**config.mk**
```make
export PLATFORM = sky130hd
export DESIGN_NAME = alu_seq_control
export DESIGN_NICKNAME = d
export VERILOG_FILES = /design/src/rtl/alu_seq_control_pkg.sv /design/src/rtl/alu_seq_control_mul_regs.sv /design/src/rtl/alu_seq_control.sv
export SDC_FILE = /design/constraint.sdc
export NUM_CORES = 1
export LEC_CHECK = 0
export CORE_ASPECT_RATIO = 0.9
export CORE_MARGIN = 10
export CORE_UTILIZATION = 45
export CTS_CLUSTER_DIAMETER = 30
export CTS_CLUSTER_SIZE = 12
export DETAILED_ROUTE_END_ITERATION = 8
export PLACE_DENSITY_LB_ADDON = 0.12
export SYNTH_ARGS = -nofsm -noshare
export SYNTH_HDL_FRONTEND = slang
export SYNTH_SLANG_ARGS = --single-unit
export TNS_END_PERCENT = 30
```
**constraint.sdc**
```tcl
create_clock -name clk -period 1.8 [get_ports clk]
set_input_delay 0.36 -clock clk [delete_from_list [all_inputs] [get_ports clk]]
set_output_delay 0.36 -clock clk [all_outputs]
set_load 0.1 [all_outputs]
```
**src/rtl/alu_seq_control_pkg.sv**
```systemverilog
// Shared architecture defines for the ALU sequencing front-end: stage and op
// codes plus the sequencer state encoding.
package alu_seq_control_pkg;

    localparam logic [2:0] STAGE_PC_UPDATE = 3'd4;

    localparam logic [4:0] ALU_OP_ADD = 5'd0;
    localparam logic [4:0] ALU_OP_MUL = 5'd10;

    typedef enum logic [0:0] {
        ALU_SEQ_IDLE = 1'b0,
        ALU_SEQ_MUL  = 1'b1
    } alu_seq_state_e;

endpackage

```
**src/rtl/alu_seq_control_mul_regs.sv**
```systemverilog
// Multiplicand/multiplier shift registers for the iterative shift-add multiply.
// done_o flags that the multiplier becomes zero after this cycle's shift.
module mul_shift_regs #(
    parameter int WIDTH = 32
) (
    input  logic             clk,
    input  logic             rst,
    input  logic             load_i,
    input  logic             shift_i,
    input  logic [WIDTH-1:0] mcand_i,
    input  logic [WIDTH-1:0] mplier_i,
    output logic [WIDTH-1:0] mcand_o,
    output logic             mplier_lsb_o,
    output logic             done_o
);

    logic [WIDTH-1:0] mcand_q, mcand_d;
    logic [WIDTH-1:0] mplier_q, mplier_d;

    always_comb begin
        mcand_d  = mcand_q;
        mplier_d = mplier_q;
        if (load_i) begin
            mcand_d  = mcand_i;
            mplier_d = mplier_i;
        end else if (shift_i) begin
            mcand_d  = mcand_q << 1;
            mplier_d = mplier_q >> 1;
        end
    end

    always_ff @(posedge clk) begin
        if (rst) begin
            mcand_q  <= '0;
            mplier_q <= '0;
        end else begin
            mcand_q  <= mcand_d;
            mplier_q <= mplier_d;
        end
    end

    assign mcand_o      = mcand_q;
    assign mplier_lsb_o = mplier_q[0];
    assign done_o       = (mplier_q >> 1) == '0;

endmodule

```
**src/rtl/alu_seq_control.sv**
```systemverilog
// Sequencing front-end for the shared ALU: PC increment steering, single-cycle
// ops with a registered result, and an iterative shift-add multiply.
module alu_seq_control
    import alu_seq_control_pkg::*;
#(
    parameter int WIDTH  = 32,
    parameter int PC_INC = 1,
    parameter bit MUL_EN = 1'b1
) (
    input  logic             clk,
    input  logic             rst,
    input  logic [2:0]       stage,
    input  logic             start,
    input  logic [4:0]       alu_operation,
    input  logic [WIDTH-1:0] PC_output,
    input  logic [WIDTH-1:0] reg_value_0,
    input  logic [WIDTH-1:0] reg_value_1,
    input  logic [WIDTH-1:0] alu_result,
    output logic [WIDTH-1:0] alu_in0,
    output logic [WIDTH-1:0] alu_in1,
    output logic [4:0]       alu_op_select,
    output logic [WIDTH-1:0] result,
    output logic             result_valid,
    output logic             busy,
    output alu_seq_state_e   dbg_state
);

    // Handshake: an issue is accepted when start=1 while IDLE and not in the
    // PC update stage; busy=1 means start is ignored. result_valid is a
    // one-cycle pulse with result updated in the same cycle.

    alu_seq_state_e   state_q, state_d;
    logic [WIDTH-1:0] acc_q, acc_d;
    logic [WIDTH-1:0] result_q, result_d;
    logic             result_valid_q, result_valid_d;

    logic             issue_ok, mul_issue;
    logic             mul_load, mul_shift;
    logic [WIDTH-1:0] mcand;
    logic             mplier_lsb, mul_done;

    mul_shift_regs #(.WIDTH(WIDTH)) u_mul_regs (
        .clk          (clk),
        .rst          (rst),
        .load_i       (mul_load),
        .shift_i      (mul_shift),
        .mcand_i      (reg_value_0),
        .mplier_i     (reg_value_1),
        .mcand_o      (mcand),
        .mplier_lsb_o (mplier_lsb),
        .done_o       (mul_done)
    );

    assign issue_ok  = start && (state_q == ALU_SEQ_IDLE) && (stage != STAGE_PC_UPDATE);
    assign mul_issue = issue_ok && MUL_EN && (alu_operation == ALU_OP_MUL);

    // The multiply borrows the ALU adder, so it overrides every other source.
    always_comb begin
        alu_in0       = reg_value_0;
        alu_in1       = reg_value_1;
        alu_op_select = alu_operation;
        if (state_q == ALU_SEQ_MUL) begin
            alu_in0       = acc_q;
            alu_in1       = mcand;
            alu_op_select = ALU_OP_ADD;
        end else if (stage == STAGE_PC_UPDATE) begin
            alu_in0       = PC_output;
            alu_in1       = WIDTH'(PC_INC);
            alu_op_select = ALU_OP_ADD;
        end
    end

    always_comb begin
        state_d        = state_q;
        acc_d          = acc_q;
        result_d       = result_q;
        result_valid_d = 1'b0;
        mul_load       = 1'b0;
        mul_shift      = 1'b0;
        case (state_q)
            ALU_SEQ_IDLE: begin
                if (mul_issue) begin
                    mul_load = 1'b1;
                    acc_d    = '0;
                    state_d  = ALU_SEQ_MUL;
                end else if (issue_ok) begin
                    result_d       = alu_result;
                    result_valid_d = 1'b1;
                end
            end
            ALU_SEQ_MUL: begin
                mul_shift = 1'b1;
                if (mplier_lsb) acc_d = alu_result;
                if (mul_done) begin
                    state_d        = ALU_SEQ_IDLE;
                    result_d       = acc_d;
                    result_valid_d = 1'b1;
                end
            end
            default: state_d = ALU_SEQ_IDLE;
        endcase
    end

    always_ff @(posedge clk) begin
        if (rst) begin
            state_q        <= ALU_SEQ_IDLE;
            acc_q          <= '0;
            result_q       <= '0;
            result_valid_q <= 1'b0;
        end else begin
            state_q        <= state_d;
            acc_q          <= acc_d;
            result_q       <= result_d;
            result_valid_q <= result_valid_d;
        end
    end

    assign result       = result_q;
    assign result_valid = result_valid_q;
    assign busy         = (state_q == ALU_SEQ_MUL);
    assign dbg_state    = state_q;

endmodule

```
==> results of run 1 <==
-- synthesized netlist by cell type, drive strengths merged, types with 5 or more instances --
library cell | n | share of area
dfxtp | 130 | 0.37
nand2 | 101 | 0.054
a21oi | 65 | 0.046
mux2i | 64 | 0.091
a22o | 62 | 0.077
a22oi | 61 | 0.065
clkbuf | 50 | 0.027
buf | 41 | 0.032
nand3b | 34 | 0.036
o21ai | 34 | 0.024
mux2 | 32 | 0.051
nand4 | 32 | 0.028
nor2b | 32 | 0.028
o221ai | 32 | 0.040
nor4 | 8 | 0.0092
and3 | 5 | 0.0044
-- flip-flops by register name (all words and copies together), names as in the netlist --
signal	cells
acc_q	32
result	32
u_mul_regs.mcand_o	32
u_mul_regs.mplier_q	32
busy	1
result_valid	1
-- through the flow --
step,utilization,setup slack [ns],cell area (um2),TNS (ns),total power [mW]
detailed placement,0.759,-0.749,11700,-97.86,6.39
global placement,0.759,-0.757,11700,-94.93,6.37
finish,0.879,-0.333,13500,-13.63,10.6
global route,0.879,-0.328,13500,-16.61,10.8
floorplan,-,-0.157,7990,-3.80,5.04
CTS,0.856,-0.222,13200,-10.92,10.5
-- critical path: stages --
cell	delay [ns]
sky130_fd_sc_hd__buf_8	0.10
sky130_fd_sc_hd__nor3b_4	0.29
sky130_fd_sc_hd__buf_6	0.17
sky130_fd_sc_hd__buf_12	0.13
sky130_fd_sc_hd__buf_8	0.11
sky130_fd_sc_hd__mux2i_2	0.22
sky130_fd_sc_hd__buf_4	0.16
sky130_fd_sc_hd__o21ai_4	0.06
sky130_fd_sc_hd__buf_12	0.16
-- worst max path at each step --
stage	end	slack [ns]	depth (start not counted)
floorplan	alu_op_select[1]	-0.16	3
global placement	alu_in1[3]	-0.76	5
detailed placement	alu_in1[11]	-0.75	5
CTS	alu_in0[13]	-0.22	8
global route	alu_in0[1]	-0.33	9
finish	alu_in0[1]	-0.33	9
-- kinds of logic after synthesis --
| group | Yosys count | synth area share |
|---|---|---|
| flip-flops | 130 | 0.368 |
| multiplexers | 96 | 0.142 |
| buffers and inverters | 92 | 0.0593 |
| AND/OR/NAND/NOR | 225 | 0.173 |
| AO/OA/AOI/OAI | 259 | 0.258 |
-- what timing repair did --
action                                  CTS  global route
pin swaps                                25            27
endpoints found under the setup margin  106           167
cloned                                   10             9
buffers inserted                         17             8
resized for setup                        74            45
-- area by class of cell --
class	count	area share
Sequential cell	130	0.193
Inverter	1	0.000832
Clock inverter	10	0.0142
Tap cell	202	0.0187
Multi-Input combinational cell	581	0.387
Timing Repair Buffer	319	0.349
Clock buffer	22	0.0374
-- layer usage --
layer / GRT usage / part of all wire / vias to the layer above
met5: 0 / 0 / -
met1: 0.328 / 0.37 / 4024
li1: - / - / 3555
met3: 0.0719 / 0.090 / 143
met4: 0.0871 / 0.049 / 0
met2: 0.450 / 0.49 / 604
-- power breakdown --
group / internal, mW / leakage, nW / switching (mW)
combinational: 1.45 / 3.69 / 2.06
sequential: 2.95 / 1.05 / 0.0919
clock: 2.70 / 0.338 / 1.38
total: 7.10 / 5.08 / 3.53
==> results.cfg, run 1 <==
[outcome]
run_status = complete, but fails checks
failed_checks = setup timing

[final_layout]
num-nets-final = 1189
layout-drive-gt1-share = 0.349
filler_instances = 661
post_layout_nonfiller_instances = 1265
layout_commonest_cell = sky130_fd_sc_hd__clkdlybuf4s50_1
area.sequential_um2 = 2610
most-common-layout-cells = 130 x sky130_fd_sc_hd__clkdlybuf4s50_1, 129 x sky130_fd_sc_hd__dfxtp_1, 123 x sky130_fd_sc_hd__buf_12
total_area_of_multi_input_combinational_cells_um2 = 5240
layout_stage_area_growth_over_the_synthesis_result_pct = 91.4
n_antenna_cell = 0

[routing]
wl_um = 34400
remaining_drc_errors = 0
wire_per_inst_um = 27.2
drt-pass1-iter-count = 5
drt_iter0_markers = 955
antenna_left = 0
dr_vias = 8326
via_per_inst = 6.58

[grt]
grt_first_pass_wirelength_um = 46100
grt_start_max_net_pins = 63
grtUsageTotal = 0.269
grt_pass1_vias = 7717
grt-ovfl-total = 0
initial_antenna_violation_count = 0

[synthesis]
synth_seq_cells = 130
synthCells = 802
synth.avg_cell_area_um2 = 8.81
number_of_flops_mapped_to_enable_cells_by_yosys = 0
synth_async_sr_flop_share = 0
synthesis.yosys.warnings = 0
mappedNetlistNets = 941
synth_cell_type_count = 36
synth-seq-area-share = 0.368
netlist_area_um2 = 7070
synth_flop_cell = sky130_fd_sc_hd__dfxtp_1

[min_path]
min_to = busy
worst_hold_startpoint = rst
hold_depth = 2
holdCritPathClass = input port to register

[clock_network]
cts_num_sinks = 130
cts_made_buffers = 17
clock-root-buffer = sky130_fd_sc_hd__clkbuf_16
tritoncts = built
holdBufCountCts = 0
cts.htree.levels = 4
cts.reportedPaths.clkPinSlew_ns = 0.07
clkLatencyLatePin_ns = 0.42
deepest_clock_path_buffer_count = 2

[floorplanning]
die_h_um = 139
core_area_um2 = 15400
rows = 43
floorplan.initialDensity = 0.459
dieWidth_um = 152
pin_count = 243
dieArea_um2 = 21100

[setup_path]
worstReg2RegEnd = u_mul_regs.mcand_o[9]
critPathRequiredTime_ns = 1.44
crit_start = stage[1]
r2r_depth = 7
reg2reg_setup_slack_ns = -0.07
rr_startpoint = busy
critical_path.max_fanout = 4
critical_setup_path_kind = input port to output port
cp-start-kind = input port
cp-end-kind = output port
worst_ep_arrival_time_ns = 1.77

[sta]
timing.max_slew.rel_slack = 0.702
finalWorstPathRequiredPeriod_ns = 2.13
finalMaxSlewViolations = 0
grt_setup_unrepaired = true
maxClockFrequency_mhz = 469
setup_violators_final = 94
number_of_failing_hold_endpoints_at_the_final_stage = 0
worst_pin_slew_ns = 0.447
setup_ws_ns = -0.333
skew_ns = 0.0113
hold_ws_ns = 0.316
finalCritPeriodShare = 1.19

[placement]
instance_count_after_placement_with_tap_cells_included = 1196
dp_hpwl_um = 19700
port-buffer-count = 242
place_congestion = 0.826

[power_and_ir_drop]
power-per-cell-area_nw_per_um2 = 786
ir_drop_uv = 778
p_leak_nw = 5.08

[flow_run]
max-cap-violations = 0
No activity file was read; power rests on OpenSTA's default activity.
==> inputs of run 2 (changes only) <==
--- a/config.mk
+++ b/config.mk
@@ -12,6 +12,7 @@
 export CTS_CLUSTER_SIZE = 12
 export DETAILED_ROUTE_END_ITERATION = 8
 export PLACE_DENSITY_LB_ADDON = 0.12
+export SLEW_MARGIN = 20
 export SYNTH_ARGS = -nofsm -noshare
 export SYNTH_HDL_FRONTEND = slang
 export SYNTH_SLANG_ARGS = --single-unit
==> results of run 2 <==
Final layout, timing and power as in run 1 (identical DEF).
